## src/rtl/muldiv_ctrl.sv

```systemverilog
// Sequencer for the shared iterative MULT/DIV datapath; owns HI/LO. Result lands CYCLES+2 edges after start.
// No queuing: start is only sampled in IDLE, busy stalls the control unit, DIV by zero is rejected with a pulse.
module muldiv_ctrl #(
  parameter int CYCLES = 32,
  parameter int CNT_W  = 6
) (
  input  logic        clk,
  input  logic        reset,
  input  logic        start,
  input  logic        op,
  input  logic [31:0] in_A,
  input  logic [31:0] in_B,
  input  logic        wr_hi,
  input  logic        wr_lo,
  input  logic [31:0] wr_data,
  output logic        busy,
  output logic        done,
  output logic        div_zero,
  output logic [31:0] HI,
  output logic [31:0] LO,
  output logic        dp_reset,
  output logic        dp_step,
  output logic        dp_op,
  output logic [31:0] dp_A,
  output logic [31:0] dp_B,
  input  logic [31:0] dp_HI,
  input  logic [31:0] dp_LO
);

  typedef enum logic [1:0] {IDLE, LOAD, RUN, CAPTURE} state_t;

  state_t           state;
  state_t           state_nxt;
  logic [CNT_W-1:0] cnt;
  logic             accept;
  logic             reject;

  always_comb begin
    state_nxt = state;
    accept    = 1'b0;
    reject    = 1'b0;
    busy      = (state != IDLE);
    dp_reset  = reset || (state == LOAD);
    dp_step   = (state == RUN);
    case (state)
      IDLE: begin
        if (start) begin
          if (op && (in_B == '0)) begin
            reject = 1'b1;
          end else begin
            accept    = 1'b1;
            state_nxt = LOAD;
          end
        end
      end
      LOAD:    state_nxt = RUN;
      RUN:     if (cnt == CNT_W'(CYCLES - 1)) state_nxt = CAPTURE;
      CAPTURE: state_nxt = IDLE;
      default: state_nxt = IDLE;
    endcase
  end

  always_ff @(posedge clk) begin
    if (reset) begin
      state    <= IDLE;
      cnt      <= '0;
      HI       <= '0;
      LO       <= '0;
      dp_op    <= 1'b0;
      dp_A     <= '0;
      dp_B     <= '0;
      done     <= 1'b0;
      div_zero <= 1'b0;
    end else begin
      state    <= state_nxt;
      done     <= (state == CAPTURE);
      div_zero <= reject;

      if (state == LOAD)      cnt <= '0;
      else if (state == RUN)  cnt <= cnt + 1'b1;

      if (accept) begin
        dp_op <= op;
        dp_A  <= in_A;
        dp_B  <= in_B;
      end

      // MTHI/MTLO only land while idle; a start in the same cycle is later overwritten by CAPTURE
      if (state == CAPTURE) begin
        HI <= dp_HI;
        LO <= dp_LO;
      end else if (state == IDLE) begin
        if (wr_hi) HI <= wr_data;
        if (wr_lo) LO <= wr_data;
      end
    end
  end

endmodule

```

## config.mk

```make
export PLATFORM = sky130hd
export DESIGN_NAME = muldiv_ctrl
export DESIGN_NICKNAME = d
export VERILOG_FILES = /design/src/rtl/muldiv_ctrl.sv
export SDC_FILE = /design/constraint.sdc
export NUM_CORES = 1
export LEC_CHECK = 0
export ABC_CLOCK_PERIOD_IN_PS = 4420
export CAP_MARGIN = 25
export CORE_MARGIN = 3
export CORE_UTILIZATION = 43
export CTS_CLUSTER_DIAMETER = 40
export DETAILED_ROUTE_END_ITERATION = 8
export GPL_TIMING_DRIVEN = 0
export PLACE_DENSITY = 0.95
export SLEW_MARGIN = 25
export SYNTH_ARGS = -nofsm -noshare
export SYNTH_HDL_FRONTEND = slang
export SYNTH_SLANG_ARGS = --single-unit
```

## constraint.sdc

```tcl
create_clock -name clk -period 4.42 [get_ports clk]
set_input_delay 0.442 -clock clk [delete_from_list [all_inputs] [get_ports clk]]
set_output_delay 0.442 -clock clk [all_outputs]
set_load 0.01 [all_outputs]
```

==> metrics.csv <==
metric,value,unit
synth_nets,846,
relSlewSlack,47.0,%
drt-vias-per-instance,5.22,
dp.cells,1148,
clock_skew,0.00912,ns
synth.avg_cell_area,8.71,um2
drive_gt1_share,15.6,%
postCtsHoldBufs,0,
cpLargestDelayFamily,buffers and inverters,
gp_congestion,0.879,
area_growth,65.2,%
fp.dieH,123,um
vdd_drop_max,0.357,mV
final_common_cell,clkdlybuf4s50_1,
final_antenna_net_count,0,
cp_slowest_cell,clkdlybuf4s50_1,
drtIter0Drc,296,
outcome,completed,
yosysWarningCount,0,
rsz0062_at_grt,false,
finalMaxSlewViolations,0,
cts.htree.levels,4,
cts_setup_buffers,0,
end_kind,output pin,
die_x,123,um
port_buffers,298,
drt-total-wl,21.1,mm
critPathBufInv,3,
numCtsBuffers,17,
synthCells,674,
start_kind,flop,
setup_violations,0,
cap_violations,0,
fmax,408,MHz
clkTransAtPathRegs,0.06,ns
final_util,72.9,%
cts_tree,done,
clock_tree.buffer_depth,2,
core,0.0133,mm2
diodes,0,
fin_crit,2.45,ns
fill_cells,971,
leakage,3.51,nW
setup-tns-final,0,ns
hold_violations,0,
mostFrequentLayoutCells,"298 x clkdlybuf4s50_1, 139 x dfxtp_1, 85 x nand2_1, 82 x a21oi_1, 75 x nor2_1",
yosys_register_bits,139,
post_cts_resized,0,
tightest_slew,0.792,ns
final_nets,1163,
required,3.98,ns
arrival,2.01,ns
min_path_type,reg -> reg,
grt_overflow,0,
grt.total_usage,27.2,%
crit_type,reg -> out,
grt_max_degree,17,
grt_pass1_vias,6303,
dieArea,0.0151,mm2
ys_seq_area_share,47.4,%
start_util,44.1,%
cts_sinks,139,
synthDistinctLibCells,32,
slowest_delay,0.52,ns
syn_area,0.00587,mm2
path_cells,inv_1 > ha_1 > or2_2 > clkbuf_1 > clkdlybuf4s50_1,
drc,0,
fin_cells,1180,
firstDrtPassIters,5,
crit_fanout,7,
clk_latency,0.41,ns
num_rows,42,
finalCritPeriodShare,55.4,%
vias,6160,
avgRoutedWirePerCell,17.9,um
grt_antenna_before_repair,0,
dp_hpwl,16.1,mm
grt_pass1_wl,31.8,mm
power.density,552,mW/mm2
clock-root-buffer,clkbuf_16,
ios,300,
==> cells by family (layout without fill, tap and decap cells) <==
logic type               Yosys count  after routing  share of synthesized area (%)
AND/OR/NAND/NOR                  262            262                           21.3
AO/OA/AOI/OAI                    203            203                           23.5
flip-flops                       139            139                           47.4
buffers and inverters             58            388                           5.52
adder cells (fa/ha/maj)            6              6                           1.28
XOR/XNOR                           4              4                          0.597
multiplexers                       2              2                          0.341
==> stage by stage <==
stage	hold WS (ns)	instance area (um2)	worst slack (ns)	power, W
4_1_cts	0.455	9690	1.94	0.00537
2_1_floorplan	0.455	5870	2.70	0.00281
3_3_place_gp	0.441	9070	1.80	0.00380
6_report	0.454	9690	1.97	0.00535
3_5_place_dp	0.446	9070	1.78	0.00385
5_1_grt	0.474	9690	1.85	0.00562
==> per-layer routing <==
layer	vias up	part of all wire, %	GRT usage (%)
met2	330	49	47.2
li1	2937	-	-
met1	2838	36	28.5
met4	0	3.5	13.3
met5	-	0	0
met3	55	11	10.8
==> Yosys cell counts <==
cell | number | area share, %
dfxtp_1 | 139 | 47
nor3b_1 | 1 | 0.13
nor3_1 | 2 | 0.17
nor4_2 | 1 | 0.21
nand4_1 | 4 | 0.43
nor2_1 | 75 | 4.8
nor4_1 | 5 | 0.53
a21oi_1 | 82 | 7.0
nand3_1 | 1 | 0.085
ha_1 | 6 | 1.3
clkbuf_1 | 33 | 2.1
xor2_1 | 3 | 0.45
nand2_2 | 50 | 5.3
nand2_1 | 85 | 5.4
a211oi_1 | 64 | 8.2
mux2i_1 | 2 | 0.34
nand2b_1 | 2 | 0.21
xnor2_1 | 1 | 0.15
a21oi_2 | 50 | 7.5
nor2b_1 | 33 | 3.5
or3_1 | 1 | 0.11
nor4b_2 | 1 | 0.26
o21ba_2 | 1 | 0.17
o31ai_2 | 1 | 0.21
or2_2 | 1 | 0.11
buf_2 | 14 | 1.2
buf_12 | 5 | 1.7
inv_1 | 4 | 0.26
o31a_1 | 1 | 0.15
buf_1 | 1 | 0.064
buf_6 | 1 | 0.19
o21ai_0 | 4 | 0.34
==> power breakdown <==
part / total, W / switching, W / internal, W
logic: 0.00212 / 0.00110 / 0.00102
registers: 0.00173 / 0.000177 / 0.00155
clock network: 0.00150 / 0.000556 / 0.000944
==> worst paths after layout <==
kind	from	endpoint	slack [ns]	depth (start not counted)
max reg2reg	state[0]	HI[17]	2.09	5
min reg2reg	dp_B[3]	dp_B[3]	0.45	2
max	state[1]	dp_reset	1.97	5
min	dp_B[3]	dp_B[3]	0.45	2
==> sequential cells by signal, indices dropped and copies added, names as in the netlist <==
| register | count |
|---|---|
| HI | 32 |
| cnt | 6 |
| div_zero | 1 |
| state | 2 |
| dp_B | 32 |
| dp_op | 1 |
| LO | 32 |
| done | 1 |
| dp_A | 32 |
==> final cells by class <==
class | count | area [um2] | area share (%)
multi-input cells | 477 | 2760 | 28.5
repair buffers | 298 | 2980 | 30.8
flip-flops and latches | 139 | 2780 | 28.7
clock buffers | 17 | 425 | 4.39
well taps | 176 | 220 | 2.27
plain buffers | 54 | 309 | 3.19
inverters | 4 | 15.0 | 0.155
clock inverters | 15 | 198 | 2.04
==> worst min-delay path, cell delays in order (launching register included) <==
cell and delay [ns]:
dfxtp_1 0.31, nand2_1 0.05, a21oi_1 0.05
(Power assumes the default switching activity.)
